$ cat config.mk
export PLATFORM = sky130hd
export DESIGN_NAME = mult_arbiter
export DESIGN_NICKNAME = d
export VERILOG_FILES = /design/src/rtl/mult_arb_pkg.sv /design/src/rtl/rr_picker.sv /design/src/rtl/mult_arbiter.sv
export SDC_FILE = /design/constraint.sdc
export NUM_CORES = 1
export LEC_CHECK = 0
export ABC_AREA = 1
export BUFFER_PORTS_ARGS = -buffer_cell sky130_fd_sc_hd__buf_2
export CORE_ASPECT_RATIO = 1.5
export CORE_MARGIN = 2
export CORE_UTILIZATION = 39
export DETAILED_ROUTE_END_ITERATION = 10
export GPL_ROUTABILITY_DRIVEN = 0
export PLACE_DENSITY = 0.8
export SLEW_MARGIN = 20
export SYNTH_ARGS = -nofsm -noshare
export SYNTH_HDL_FRONTEND = slang
export SYNTH_SLANG_ARGS = --single-unit
$ cat constraint.sdc
create_clock -name clk -period 7.4 [get_ports clk]
set_input_delay 1.11 -clock clk [delete_from_list [all_inputs] [get_ports clk]]
set_output_delay 1.11 -clock clk [all_outputs]
set_load 0.05 [all_outputs]
$ cat src/rtl/mult_arb_pkg.sv
// Shared types and defaults for the multiplier arbiter: FSM state encoding,
// default sizing constants and the index-width helper.
package mult_arb_pkg;

    localparam int DEFAULT_NUM_REQ    = 2;
    localparam int DEFAULT_DATA_WIDTH = 32;

    typedef enum logic [1:0] {
        ST_IDLE  = 2'd0,
        ST_ISSUE = 2'd1,
        ST_WAIT  = 2'd2,
        ST_RESP  = 2'd3
    } arb_state_e;

    // Width of a requester index; a single requester still gets a 1-bit index.
    function automatic int idx_width(input int n);
        return (n > 1) ? $clog2(n) : 1;
    endfunction

endpackage

$ cat src/rtl/rr_picker.sv
// Combinational round-robin selection: the first asserted request at or
// above rr_ptr (wrapping to 0) wins, reported as one-hot, index and valid.
module rr_picker
    import mult_arb_pkg::*;
#(
    parameter int NUM_REQ = DEFAULT_NUM_REQ,
    parameter int IDX_W   = idx_width(NUM_REQ)
) (
    input  logic [NUM_REQ-1:0] req,
    input  logic [IDX_W-1:0]   rr_ptr,
    output logic [NUM_REQ-1:0] winner_oh,
    output logic [IDX_W-1:0]   winner_idx,
    output logic               valid
);

    logic [NUM_REQ-1:0] hit;
    logic [IDX_W-1:0]   cand_idx [NUM_REQ];

    // Candidate gi is the requester gi positions after rr_ptr, modulo NUM_REQ.
    genvar gi;
    generate
        for (gi = 0; gi < NUM_REQ; gi++) begin : g_cand
            logic [IDX_W:0] sum;
            assign sum = {1'b0, rr_ptr} + (IDX_W+1)'(gi);
            assign cand_idx[gi] = (sum >= (IDX_W+1)'(NUM_REQ))
                                ? IDX_W'(sum - (IDX_W+1)'(NUM_REQ))
                                : sum[IDX_W-1:0];
            assign hit[gi] = req[cand_idx[gi]];
        end
    endgenerate

    // Scan from the farthest candidate down so the nearest hit is kept.
    always_comb begin
        valid      = 1'b0;
        winner_idx = '0;
        for (int k = NUM_REQ - 1; k >= 0; k--) begin
            if (hit[k]) begin
                valid      = 1'b1;
                winner_idx = cand_idx[k];
            end
        end
        winner_oh = valid ? (NUM_REQ'(1) << winner_idx) : '0;
    end

endmodule

$ cat src/rtl/mult_arbiter.sv
// Round-robin arbiter sharing one external multiplier between NUM_REQ requesters.
// Optional WAIT-state watchdog enabled by defining MULT_ARB_TIMEOUT_EN.
module mult_arbiter
    import mult_arb_pkg::*;
#(
    parameter int NUM_REQ        = DEFAULT_NUM_REQ,
    parameter int DATA_WIDTH     = DEFAULT_DATA_WIDTH,
    parameter int TIMEOUT_CYCLES = 64
) (
    input  logic                                 clk,
    input  logic                                 rst,
    input  logic [NUM_REQ-1:0]                   req,
    input  logic [NUM_REQ-1:0][DATA_WIDTH-1:0]   req_a,
    input  logic [NUM_REQ-1:0][DATA_WIDTH-1:0]   req_b,
    output logic [NUM_REQ-1:0]                   grant,
    output logic [NUM_REQ-1:0]                   resp_valid,
    output logic [DATA_WIDTH-1:0]                resp_data,
    output logic [DATA_WIDTH-1:0]                mult_a,
    output logic [DATA_WIDTH-1:0]                mult_b,
    output logic                                 mult_start,
    input  logic [DATA_WIDTH-1:0]                mult_out,
    input  logic                                 mult_done,
    output logic                                 busy,
    output logic                                 timeout_err
);

    localparam int               IDX_W    = idx_width(NUM_REQ);
    localparam logic [IDX_W-1:0] LAST_IDX = IDX_W'(NUM_REQ - 1);

    arb_state_e            state_q,      state_d;
    logic [IDX_W-1:0]      owner_q,      owner_d;
    logic [IDX_W-1:0]      rr_ptr_q,     rr_ptr_d;
    logic [NUM_REQ-1:0]    grant_q,      grant_d;
    logic [NUM_REQ-1:0]    resp_valid_q, resp_valid_d;
    logic [DATA_WIDTH-1:0] resp_data_q,  resp_data_d;
    logic [DATA_WIDTH-1:0] mult_a_q,     mult_a_d;
    logic [DATA_WIDTH-1:0] mult_b_q,     mult_b_d;
    logic                  mult_start_q, mult_start_d;
    logic                  busy_q,       busy_d;

    logic [NUM_REQ-1:0]    pick_oh;
    logic [IDX_W-1:0]      pick_idx;
    logic                  pick_valid;
    logic [NUM_REQ-1:0]    owner_oh;

`ifdef MULT_ARB_TIMEOUT_EN
    localparam int              WD_W     = $clog2(TIMEOUT_CYCLES + 1);
    localparam logic [WD_W-1:0] WD_LIMIT = WD_W'(TIMEOUT_CYCLES - 1);

    logic [WD_W-1:0] wd_cnt_q, wd_cnt_d;
    logic            timeout_err_q, timeout_err_d;
`else
    // TIMEOUT_CYCLES has no effect without the watchdog.
    localparam int unused_timeout_cycles = TIMEOUT_CYCLES;
`endif

    rr_picker #(
        .NUM_REQ (NUM_REQ),
        .IDX_W   (IDX_W)
    ) u_picker (
        .req        (req),
        .rr_ptr     (rr_ptr_q),
        .winner_oh  (pick_oh),
        .winner_idx (pick_idx),
        .valid      (pick_valid)
    );

    assign owner_oh = NUM_REQ'(1) << owner_q;

    always_comb begin
        state_d      = state_q;
        owner_d      = owner_q;
        rr_ptr_d     = rr_ptr_q;
        grant_d      = '0;
        resp_valid_d = '0;
        mult_start_d = 1'b0;
        mult_a_d     = mult_a_q;
        mult_b_d     = mult_b_q;
        resp_data_d  = resp_data_q;
`ifdef MULT_ARB_TIMEOUT_EN
        wd_cnt_d      = '0;
        timeout_err_d = timeout_err_q;
`endif
        unique case (state_q)
            // Requests are only looked at here, so a held req cannot re-grant mid-operation.
            ST_IDLE: begin
                if (pick_valid) begin
                    owner_d      = pick_idx;
                    mult_a_d     = req_a[pick_idx];
                    mult_b_d     = req_b[pick_idx];
                    grant_d      = pick_oh;
                    mult_start_d = 1'b1;
                    state_d      = ST_ISSUE;
                end
            end
            ST_ISSUE: begin
                state_d = ST_WAIT;
            end
            ST_WAIT: begin
                if (mult_done) begin
                    resp_data_d  = mult_out;
                    resp_valid_d = owner_oh;
                    state_d      = ST_RESP;
                end
`ifdef MULT_ARB_TIMEOUT_EN
                else if (wd_cnt_q == WD_LIMIT) begin
                    timeout_err_d = 1'b1;
                    resp_data_d   = '0;
                    resp_valid_d  = owner_oh;
                    state_d       = ST_RESP;
                end else begin
                    wd_cnt_d = wd_cnt_q + WD_W'(1);
                end
`endif
            end
            ST_RESP: begin
                rr_ptr_d = (owner_q == LAST_IDX) ? '0 : owner_q + IDX_W'(1);
                state_d  = ST_IDLE;
            end
            default: begin
                state_d = ST_IDLE;
            end
        endcase
        busy_d = (state_d != ST_IDLE);
    end

    always_ff @(posedge clk or posedge rst) begin
        if (rst) begin
            state_q      <= ST_IDLE;
            owner_q      <= '0;
            rr_ptr_q     <= '0;
            grant_q      <= '0;
            resp_valid_q <= '0;
            resp_data_q  <= '0;
            mult_a_q     <= '0;
            mult_b_q     <= '0;
            mult_start_q <= 1'b0;
            busy_q       <= 1'b0;
        end else begin
            state_q      <= state_d;
            owner_q      <= owner_d;
            rr_ptr_q     <= rr_ptr_d;
            grant_q      <= grant_d;
            resp_valid_q <= resp_valid_d;
            resp_data_q  <= resp_data_d;
            mult_a_q     <= mult_a_d;
            mult_b_q     <= mult_b_d;
            mult_start_q <= mult_start_d;
            busy_q       <= busy_d;
        end
    end

`ifdef MULT_ARB_TIMEOUT_EN
    always_ff @(posedge clk or posedge rst) begin
        if (rst) begin
            wd_cnt_q      <= '0;
            timeout_err_q <= 1'b0;
        end else begin
            wd_cnt_q      <= wd_cnt_d;
            timeout_err_q <= timeout_err_d;
        end
    end

    assign timeout_err = timeout_err_q;
`else
    assign timeout_err = 1'b0;
`endif

    assign grant      = grant_q;
    assign resp_valid = resp_valid_q;
    assign resp_data  = resp_data_q;
    assign mult_a     = mult_a_q;
    assign mult_b     = mult_b_q;
    assign mult_start = mult_start_q;
    assign busy       = busy_q;

endmodule

==> summary.md <==
| Metric | Value |
|---|---|
| Skew final | 0.0145 ns |
| Crit path top cell by count | buf_4 |
| Share of post-route cells with drive strength above 1 | 36.1% |
| Final setup vio count | 0 |
| Slowest CP cell | buf_4 |
| Worst Setup Start Kind | primary input |
| Syn Area/Cell | 8.48 sq um |
| Synth Area in XOR/XNOR | 0% |
| Post-synthesis mux area share | 0% |
| Hold_buf cts | 0 |
| RR Startpoint | rr_ptr_q |
| CP Capture Type | flip-flop |
| Worst hold path depth | 1 |
| Max frequency | 0.412 GHz |
| Number of synthesized register bits | 106 |
| Final min period | 2.43 ns |
| Num rows | 50 |
| # resized after CTS | 0 |
| Reg2reg path depth | 7 |
| Vias in the first global route | 4405 |
| Global-route wire length before repair | 21.1 mm |
| Max Cap Violations | 0 |
| Worst Setup Path Type | in -> reg |
| GRT Overall Usage | 19.8% |
| Number of setup buffers added after CTS | 0 |
| Die width | 95.5 um |
| Final count of pins violating max slew | 0 |
| Sequential cell area fraction in the yosys report | 54.1% |
| Final hold violations | 0 |
| Post-synthesis adder-cell area fraction | 0% |
| Initial antenna violation count | 1 |
| Largest net degree at the start of global routing | 104 |
| I/O Buffers | 266 |
| Place WS | 4.54 ns |
| Remaining global-route overflow | 0 |
| Initial core utilization | 39.6% |
| RSZ-0062 raised after global routing | no |
| Power Total | 3360 uW |
| Mapped Area | 0.00490 sq mm |
| Post-Syn Instances | 578 |
| Layout Nets | 978 |
| I/O Pins | 268 |
| VDD IR max | 0.322 mV |
| DIE AREA | 0.0135 sq mm |
| Largest family of logic cells by synthesized area | simple AND/OR/NAND/NOR gates |
| Sink Count | 106 |
| Drt total wl | 13.9 mm |
| Compound-Gate Fraction of Synth Area | 3.83% |
| Via Count | 4828 |
| H-tree levels | 3 |
| Clock buffer depth | 2 |
| Crit path setup slack, layout | 4.97 ns |
| Period utilisation layout | 32.8% |
| Clk_lat worst skew | 0.34 ns |
| Drt drc | 0 |
| CP cell instances | buf_2 -> buf_4 -> o21ai_4 -> buf_4 -> nand2_2 -> or2_1 |
| R2r setup slk | 5.45 ns |
| First-pass DRT Iterations | 5 |
| Capture point of the worst reg-to-reg path | mult_b[3] |
| Most frequent cells in the layout | 266 x buf_2, 129 x nand2_1, 129 x nand3_1 |
| Area grow syn2layout | 32.7% |
| Static Leakage | 0.00371 uW |
| Syn_nets | 743 |
| CTS tree | done |
| Most common cell after layout, fill and taps aside | buf_2 |
| Max incr delay on CP | 0.57 ns |
| Cell variety after synth | 20 |
| Worst Hold Launch | owner_q |
| CP arrival | 2.65 ns |
| Die height | 141 um |
| Fill cells | 1189 |
| Core area | 0.0124 sq mm |
| Crit Path Max Fanout | 69 |
| Total CTS buffers | 9 |
| Post-Synth Simple-Gate Area | 30.7% |
| Initial drt markers | 208 |
| Setup TNS | 0 ns |
| Clock-pin slew on the worst setup and hold paths | 0.06 ns |
| Antenna Nets Post-Route | 0 |
| CP required | 7.62 ns |
| Power Dens Cells | 516 mW/mm^2 |
| Hold Path Sink | resp_valid[0] |
| Status | finished clean |
| WL/cell | 14.3 um |
| Worst Tran Pin Value | 1.04 ns |
| Root buf cell | clkbuf_16 |
| Yosys warns | 0 |
| Slew HR | 30.8% |
| Worst Hold Class | reg -> reg |
| Via density | 4.96 |
| Final HPWL DP | 9.85 mm |
routing by layer:
| metal | GRT usage [%] | vias up | wire length (um) |
|---|---|---|---|
| li1 | - | 2373 | - |
| met1 | 24.3 | 2228 | 5660 |
| met2 | 32.8 | 199 | 7090 |
| met3 | 4.46 | 28 | 811 |
| met4 | 8.72 | 0 | 385 |
| met5 | 0 | - | 0 |
cells by family (layout without fill, tap and decap cells):
family,Yosys count,after routing
DFF,106,106
buffers and inverters,117,356
other,1,2
and+or+nand+nor,318,318
AOI/OAI and AO/OA,36,36
metrics by stage:
stage,instances,utilization [%],hold slack [ns],instance area [sq um]
6_report,974,52.5,0.465,6500
5_1_grt,974,52.5,0.491,6500
4_1_cts,973,52.4,0.476,6490
3_5_place_dp,958,50.1,0.465,6200
3_3_place_gp,958,50.1,0.462,6200
2_1_floorplan,578,-,0.420,4900
area by class of cell:
| class | instances | area (sq um) | share of cell area [%] |
|---|---|---|---|
| sequential | 106 | 2650 | 40.8 |
| multi-input combinational | 355 | 1720 | 26.5 |
| timing repair buffer | 272 | 1380 | 21.2 |
| inverter | 69 | 262 | 4.02 |
| clock buffer | 9 | 225 | 3.46 |
| tap | 156 | 195 | 3.00 |
| clock inverter | 6 | 65.1 | 1.00 |
| antenna | 1 | 2.50 | 0.0385 |
cell usage after synthesis:
master | number | area share [%]
a21oi_2 | 1 | 0.18
buf_1 | 1 | 0.077
buf_2 | 20 | 2.0
buf_4 | 15 | 2.3
buf_6 | 4 | 0.92
clkbuf_1 | 8 | 0.61
conb_1 | 1 | 0.077
dfrtp_1 | 106 | 54
inv_1 | 69 | 5.3
nand2_1 | 130 | 10
nand2_2 | 1 | 0.13
nand3_1 | 129 | 13
nand3_2 | 1 | 0.20
nand4_1 | 50 | 6.4
nor2_1 | 4 | 0.31
nor2_4 | 2 | 0.46
o21ai_0 | 30 | 3.1
o21ai_1 | 4 | 0.41
o21ai_2 | 1 | 0.18
or2_1 | 1 | 0.13
flip-flops by register name (all words and copies together), names as in the netlist, 2 cells and up:
signal      count
state_q         2
mult_b         32
resp_valid      2
resp_data      32
mult_a         32
grant           2
critical path, delay by kind of cell:
family	cells	cell delay, ns
buffers and inverters	3	0.99
AND/OR/NAND/NOR	2	0.30
AO/OA/AOI/OAI	1	0.21
power breakdown:
part	internal (uW)	leakage [uW]	switching, uW
sequential	854	0.00132	148
combinational	412	0.00225	1470
clock	262	0.000142	211
worst max path at each step:
stage / start / end / slack [ns] / depth (start not counted)
after CTS: req[1] / busy / 4.93 / 6
after global routing: req[0] / mult_a[27] / 4.80 / 7
after global placement: req[1] / busy / 4.60 / 6
final: req[1] / busy / 4.97 / 6
after floorplan: rst / busy / 3.50 / 1
after detailed placement: req[1] / busy / 4.54 / 6
Note: power is estimated with default switching activity, not from simulation.
